$ cat src/rtl/axil_cmd_master.sv
`default_nettype none
// ============================================================================
// axil_cmd_master : single-command AXI4-Lite master (write / read / poll-read)
// Revision: 1.0
// ============================================================================
module axil_cmd_master #(
    parameter int C_M00_AXI_ADDR_WIDTH = 6,
    parameter int C_M00_AXI_DATA_WIDTH = 32,
    parameter int POLL_BIT             = 16
) (
    input  logic                              m00_axi_aclk,
    input  logic                              m00_axi_aresetn,
    input  logic                              cmd_valid,
    output logic                              cmd_ready,
    input  logic                              cmd_write,
    input  logic                              cmd_poll,
    input  logic [C_M00_AXI_ADDR_WIDTH-1:0]   cmd_addr,
    input  logic [C_M00_AXI_DATA_WIDTH-1:0]   cmd_wdata,
    input  logic [C_M00_AXI_DATA_WIDTH-1:0]   cmd_mask,
    output logic                              rsp_valid,
    output logic [C_M00_AXI_DATA_WIDTH-1:0]   rsp_rdata,
    output logic [1:0]                        rsp_resp,
    output logic                              rsp_timeout,
    output logic [C_M00_AXI_ADDR_WIDTH-1:0]   m00_axi_awaddr,
    output logic [2:0]                        m00_axi_awprot,
    output logic                              m00_axi_awvalid,
    input  logic                              m00_axi_awready,
    output logic [C_M00_AXI_DATA_WIDTH-1:0]   m00_axi_wdata,
    output logic [C_M00_AXI_DATA_WIDTH/8-1:0] m00_axi_wstrb,
    output logic                              m00_axi_wvalid,
    input  logic                              m00_axi_wready,
    input  logic [1:0]                        m00_axi_bresp,
    input  logic                              m00_axi_bvalid,
    output logic                              m00_axi_bready,
    output logic [C_M00_AXI_ADDR_WIDTH-1:0]   m00_axi_araddr,
    output logic [2:0]                        m00_axi_arprot,
    output logic                              m00_axi_arvalid,
    input  logic                              m00_axi_arready,
    input  logic [C_M00_AXI_DATA_WIDTH-1:0]   m00_axi_rdata,
    input  logic [1:0]                        m00_axi_rresp,
    input  logic                              m00_axi_rvalid,
    output logic                              m00_axi_rready
);

    typedef enum logic [2:0] {
        IDLE = 3'd0,
        WR   = 3'd1,
        WB   = 3'd2,
        RA   = 3'd3,
        RD   = 3'd4,
        CHK  = 3'd5,
        RSP  = 3'd6
    } state_t;

    localparam logic [POLL_BIT-1:0] POLL_MAX = '1;
    localparam logic [POLL_BIT-1:0] POLL_ONE = {{(POLL_BIT-1){1'b0}}, 1'b1};

    state_t                            state_q, state_d;
    logic                              init_q;
    logic                              poll_q;
    logic [C_M00_AXI_ADDR_WIDTH-1:0]   addr_q;
    logic [C_M00_AXI_DATA_WIDTH-1:0]   wdata_q;
    logic [C_M00_AXI_DATA_WIDTH-1:0]   mask_q;
    logic                              aw_done_q;
    logic                              w_done_q;
    logic [C_M00_AXI_DATA_WIDTH-1:0]   rdata_q;
    logic [1:0]                        resp_q;
    logic [POLL_BIT-1:0]               poll_cnt_q;
    logic [C_M00_AXI_DATA_WIDTH-1:0]   rsp_rdata_q;
    logic [1:0]                        rsp_resp_q;
    logic                              rsp_timeout_q;

    logic w_accept;
    logic w_poll_match;
    logic w_poll_stop;
    logic w_poll_timeout;

    assign w_accept       = (state_q == IDLE) && init_q && cmd_valid;
    assign w_poll_match   = ((rdata_q ^ wdata_q) & mask_q) == '0;
    // An error response ends polling just like a match; only a clean mismatch at the limit is a timeout.
    assign w_poll_stop    = w_poll_match || (resp_q != 2'b00) || (poll_cnt_q == POLL_MAX);
    assign w_poll_timeout = !w_poll_match && (resp_q == 2'b00) && (poll_cnt_q == POLL_MAX);

    assign m00_axi_awaddr = addr_q;
    assign m00_axi_araddr = addr_q;
    assign m00_axi_wdata  = wdata_q;
    assign m00_axi_wstrb  = '1;
    assign m00_axi_awprot = 3'b000;
    assign m00_axi_arprot = 3'b000;
    assign rsp_rdata      = rsp_rdata_q;
    assign rsp_resp       = rsp_resp_q;
    assign rsp_timeout    = rsp_timeout_q;

    always_ff @(posedge m00_axi_aclk or negedge m00_axi_aresetn) begin
        if (!m00_axi_aresetn) begin
            state_q <= IDLE;
        end else begin
            state_q <= state_d;
        end
    end

    // Valids/readies decode from registered state only, so no ready-to-valid path exists.
    always_comb begin
        state_d         = state_q;
        cmd_ready       = 1'b0;
        m00_axi_awvalid = 1'b0;
        m00_axi_wvalid  = 1'b0;
        m00_axi_bready  = 1'b0;
        m00_axi_arvalid = 1'b0;
        m00_axi_rready  = 1'b0;
        rsp_valid       = 1'b0;
        case (state_q)
            IDLE: begin
                cmd_ready = init_q;
                if (w_accept) state_d = cmd_write ? WR : RA;
            end
            WR: begin
                m00_axi_awvalid = !aw_done_q;
                m00_axi_wvalid  = !w_done_q;
                if ((aw_done_q || m00_axi_awready) && (w_done_q || m00_axi_wready)) state_d = WB;
            end
            WB: begin
                m00_axi_bready = 1'b1;
                if (m00_axi_bvalid) state_d = RSP;
            end
            RA: begin
                m00_axi_arvalid = 1'b1;
                if (m00_axi_arready) state_d = RD;
            end
            RD: begin
                m00_axi_rready = 1'b1;
                if (m00_axi_rvalid) state_d = poll_q ? CHK : RSP;
            end
            CHK: begin
                state_d = w_poll_stop ? RSP : RA;
            end
            RSP: begin
                rsp_valid = 1'b1;
                state_d   = IDLE;
            end
            default: state_d = IDLE;
        endcase
    end

    always_ff @(posedge m00_axi_aclk or negedge m00_axi_aresetn) begin
        if (!m00_axi_aresetn) begin
            init_q        <= 1'b0;
            poll_q        <= 1'b0;
            addr_q        <= '0;
            wdata_q       <= '0;
            mask_q        <= '0;
            aw_done_q     <= 1'b0;
            w_done_q      <= 1'b0;
            rdata_q       <= '0;
            resp_q        <= 2'b00;
            poll_cnt_q    <= '0;
            rsp_rdata_q   <= '0;
            rsp_resp_q    <= 2'b00;
            rsp_timeout_q <= 1'b0;
        end else begin
            init_q <= 1'b1;
            case (state_q)
                IDLE: begin
                    if (w_accept) begin
                        addr_q        <= cmd_addr;
                        wdata_q       <= cmd_wdata;
                        mask_q        <= cmd_mask;
                        poll_q        <= cmd_poll && !cmd_write;
                        aw_done_q     <= 1'b0;
                        w_done_q      <= 1'b0;
                        poll_cnt_q    <= '0;
                        rsp_timeout_q <= 1'b0;
                    end
                end
                WR: begin
                    if (m00_axi_awvalid && m00_axi_awready) aw_done_q <= 1'b1;
                    if (m00_axi_wvalid && m00_axi_wready)   w_done_q  <= 1'b1;
                end
                WB: begin
                    if (m00_axi_bvalid) begin
                        rsp_rdata_q <= '0;
                        rsp_resp_q  <= m00_axi_bresp;
                    end
                end
                RD: begin
                    if (m00_axi_rvalid) begin
                        rdata_q <= m00_axi_rdata;
                        resp_q  <= m00_axi_rresp;
                        if (poll_q && (poll_cnt_q != POLL_MAX)) poll_cnt_q <= poll_cnt_q + POLL_ONE;
                        // Plain reads publish immediately; polls publish only when CHK finishes.
                        if (!poll_q) begin
                            rsp_rdata_q <= m00_axi_rdata;
                            rsp_resp_q  <= m00_axi_rresp;
                        end
                    end
                end
                CHK: begin
                    if (w_poll_stop) begin
                        rsp_rdata_q   <= rdata_q;
                        rsp_resp_q    <= resp_q;
                        rsp_timeout_q <= w_poll_timeout;
                    end
                end
                default: ;
            endcase
        end
    end

endmodule
`default_nettype wire

$ cat config.mk
export PLATFORM = sky130hd
export DESIGN_NAME = axil_cmd_master
export DESIGN_NICKNAME = d
export VERILOG_FILES = /design/src/rtl/axil_cmd_master.sv
export SDC_FILE = /design/constraint.sdc
export NUM_CORES = 1
export LEC_CHECK = 0
export CORE_MARGIN = 10
export CORE_UTILIZATION = 44
export DETAILED_ROUTE_END_ITERATION = 12
export GPL_ROUTABILITY_DRIVEN = 0
export PLACE_DENSITY = 0.77
export SKIP_CTS_REPAIR_TIMING = 1
export SLEW_MARGIN = 15
export SYNTH_ARGS = -nofsm -noshare
export SYNTH_HDL_FRONTEND = slang
export SYNTH_SLANG_ARGS = --single-unit
$ cat constraint.sdc
create_clock -name m00_axi_aclk -period 2 [get_ports m00_axi_aclk]
set_input_delay 0.2 -clock m00_axi_aclk [delete_from_list [all_inputs] [get_ports m00_axi_aclk]]
set_output_delay 0.2 -clock m00_axi_aclk [all_outputs]
set_load 0.01 [all_outputs]
==> summary.md, run 1 <==
| Metric | Value |
|---|---|
| Status | `complete, but fails checks` |
| First-pass iteration count of the detailed router | `5` |
| Top cells by instance count after synthesis | `nand2_1 (230), dfrtp_1 (162), mux2_2 (36)` |
| Synth-to-Final Area Change | `52.1%` |
| Synth area leader | `dfrtp_1` |
| Final ANT Viol Nets | `0` |
| Share of cells above drive strength 1 | `0.252` |
| Slew Limit Fails | `0` |
| Largest cells by area after synthesis | `dfrtp_1 (53%), nand2_1 (11%), a2bb2oi_2 (5.9%), mux2_2 (5.3%), a221oi_1 (3.7%)` |
| Chip width | `151 um` |
| Seq cells post-synth | `162` |
| Total power | `18.2 mW` |
| Via count | `6568` |
| Vias in the first global route | `6878` |
| Register area share after synthesis | `0.533` |
| Vias per cell | `5.20` |
| Cell Rows | `48` |
| RSZ-0062 raised after global routing | `yes` |
| Max FO, Critical Path | `7` |
| Setup Skew | `0.00725 ns` |
| TritonCTS clock tree | `yes` |
| Post-Synthesis Cell Area | `7610 sq um` |
| I/O pin cnt | `212` |
| Fin. Hold Viols | `0` |
| YS warnings | `0` |
| Buffer type at the clock tree root | `clkbuf_16` |
| Initial core utilization | `0.444` |
| Worst min path class | `in -> async` |
| Die area | `22900 sq um` |
| Core area | `17100 sq um` |
| Pwr dens | `1570 nW/um^2` |
| Reg2reg start | `rdata_q[4]` |
| FMAX | `441 MHz` |
| EDFF count, synth | `0` |
| Post-synthesis cell count | `723` |
| Setup WS post-layout | `-0.265 ns` |
| Post-DP HPWL | `18300 um` |
| Asr flop ratio synth | `1.00` |
| Congestion Overflow GR | `0` |
| Avg Cell Area, Syn | `10.5 sq um` |
| Leakage power | `5.40 nW` |
| Final setup vio count | `40` |
| CTS buffer count | `17` |
| Final hold slack | `0.259 ns` |
| Chip height | `151 um` |
| Fin Setup TNS | `-8.23 ns` |
| Worst EP required | `2.31 ns` |
| Avg WL per Cell | `19.5 um` |
| DRT iter0 DRCs | `369` |
| Nature of the critical path startpoint | `register` |
| Reg2reg path depth | `7` |
| Cell with the most instances after synthesis | `nand2_1` |
| Post-layout nets | `1144` |
| Largest net degree at the start of global routing | `64` |
| CP Class | `reg -> reg` |
| All-Layer GR Usage | `0.208` |
| Ys flop type | `dfrtp_1` |
| # port buffers | `201` |
| DRC violations left | `0` |
| Worst skew pair latency | `0.43 ns` |
| First-pass GRT wire length | `36800 um` |
| Worst EP arrival | `2.58 ns` |
| Clock Sinks | `162` |
| Max_cap viols | `0` |
| Critical path capture point type | `register` |
| Clock buffer depth | `2` |
| Min Tclk post-route | `2.27 ns` |
| H-tree levels | `4` |
| Peak VDD IR | `0.866 mV` |
| Fin crit share | `1.13` |
| Distinct cell type count after synthesis | `51` |
| Reg2reg setup slack | `-0.27 ns` |
| Clock-pin slew on the worst setup and hold paths | `0.06 ns` |
| Routed WL | `24700 um` |
| Initial antenna violation count | `0` |
| Critical R2R Capture | `rsp_resp[1]` |
| Failing checks | `negative setup slack` |
| Yosys top cell area share | `0.533` |
[critical path, cell delays in order, from the launching register on]
cell and delay [ns]:
dfrtp_1 0.39, xor2_1 0.20, a22oi_1 0.22, nand4_1 0.15, or4_4 0.59, a21oi_4 0.16
buf_12 0.14, mux2_4 0.29
[logic make-up (layout without fill, tap and decap cells)]
| logic type | after synthesis | count (layout) | synth area share |
|---|---|---|---|
| AOI/OAI and AO/OA | 127 | 127 | 0.159 |
| xor gates and xnor gates | 38 | 38 | 0.0438 |
| adders and majority gates | 1 | 1 | 0.00164 |
| buffers and inverters | 64 | 369 | 0.0457 |
| DFF | 162 | 162 | 0.533 |
| muxes | 39 | 39 | 0.0572 |
| other | 2 | 12 | 0.000987 |
| and+or+nand+nor | 290 | 290 | 0.159 |
[through the flow]
| step | worst slack (ns) | cells | utilization | instance area [sq um] |
|---|---|---|---|---|
| after floorplan | -0.183 | 732 | - | 7660 |
| after global placement | -0.368 | 1224 | 0.627 | 10700 |
| after detailed placement | -0.370 | 1224 | 0.627 | 10700 |
| after CTS | -0.437 | 1253 | 0.661 | 11300 |
| after global routing | -0.281 | 1262 | 0.676 | 11600 |
| final | -0.265 | 1263 | 0.676 | 11600 |
[state kept, by name, indices dropped and copies added, names as in the netlist]
signal	cells
aw_done_q	1
init_q	1
m00_axi_araddr	6
m00_axi_wdata	32
mask_q	32
poll_cnt_q	16
poll_q	1
rdata_q	32
resp_q	2
rsp_rdata	32
rsp_resp	2
rsp_timeout	1
state_q	3
w_done_q	1
[per-layer routing]
metal	global-route usage	part of all wire
met2	0.343	0.50
met4	0.0775	0.030
met3	0.0686	0.079
met1	0.248	0.40
met5	0	0
[placed cells by master, fill, tap and decap left out, types with 3 or more instances in the layout]
cell               n
nand3_1            7
or3_1              4
xnor2_1            6
a221oi_1          32
a2bb2oi_2         30
nand4_1            5
o21ai_0           13
buf_4            115
a31oi_1            5
dfrtp_1          160
clkinvlp_4         3
clkbuf_16         19
mux2i_1            3
nand2_1          228
dlymetal6s2s_1     7
xor2_1            31
a211oi_1           3
buf_12            13
clkdlybuf4s50_1  193
a21oi_1            7
bufinv_16          3
conb_1            11
and3_1             4
mux2_2            34
buf_6              4
clkinv_2           4
a22oi_1           15
nand2b_1           4
nor2_1            18
[report_power, final]
| group | leakage, nW | internal, mW | switching (mW) |
|---|---|---|---|
| combinational | 3.12 | 5.08 | 3.95 |
| clock | 0.273 | 1.93 | 1.29 |
| sequential | 2.01 | 4.75 | 1.15 |
[how the worst max path moves through the flow]
stage,slack [ns],startpoint,end
after detailed placement,-0.37,m00_axi_wdata[26],rsp_rdata[13]
after global routing,-0.28,rdata_q[4],rsp_rdata[1]
after CTS,-0.44,m00_axi_wdata[11],rsp_rdata[23]
after global placement,-0.37,m00_axi_wdata[11],rsp_rdata[6]
after floorplan,-0.18,m00_axi_wdata[0],rsp_resp[0]
final,-0.27,rdata_q[4],rsp_resp[1]
[cell type report]
type | instances | area, sq um
clock inverters | 11 | 141
flip-flops and latches | 162 | 4060
inverters | 4 | 15.0
multi-input cells | 506 | 3380
fillers | 1287 | 5550
diodes | 1 | 2.50
clock buffers | 18 | 429
well taps | 225 | 282
repair buffers | 336 | 3260
(Power assumes the default switching activity.)
==> run 2: changes to the inputs <==
--- a/config.mk
+++ b/config.mk
@@ -7,6 +7,7 @@
 export LEC_CHECK = 0
 export CORE_MARGIN = 10
 export CORE_UTILIZATION = 44
+export CTS_CLUSTER_DIAMETER = 60
 export DETAILED_ROUTE_END_ITERATION = 12
 export GPL_ROUTABILITY_DRIVEN = 0
 export PLACE_DENSITY = 0.77
==> results of run 2 <==
No change in the layout: final DEF, timing and power equal those of run 1.
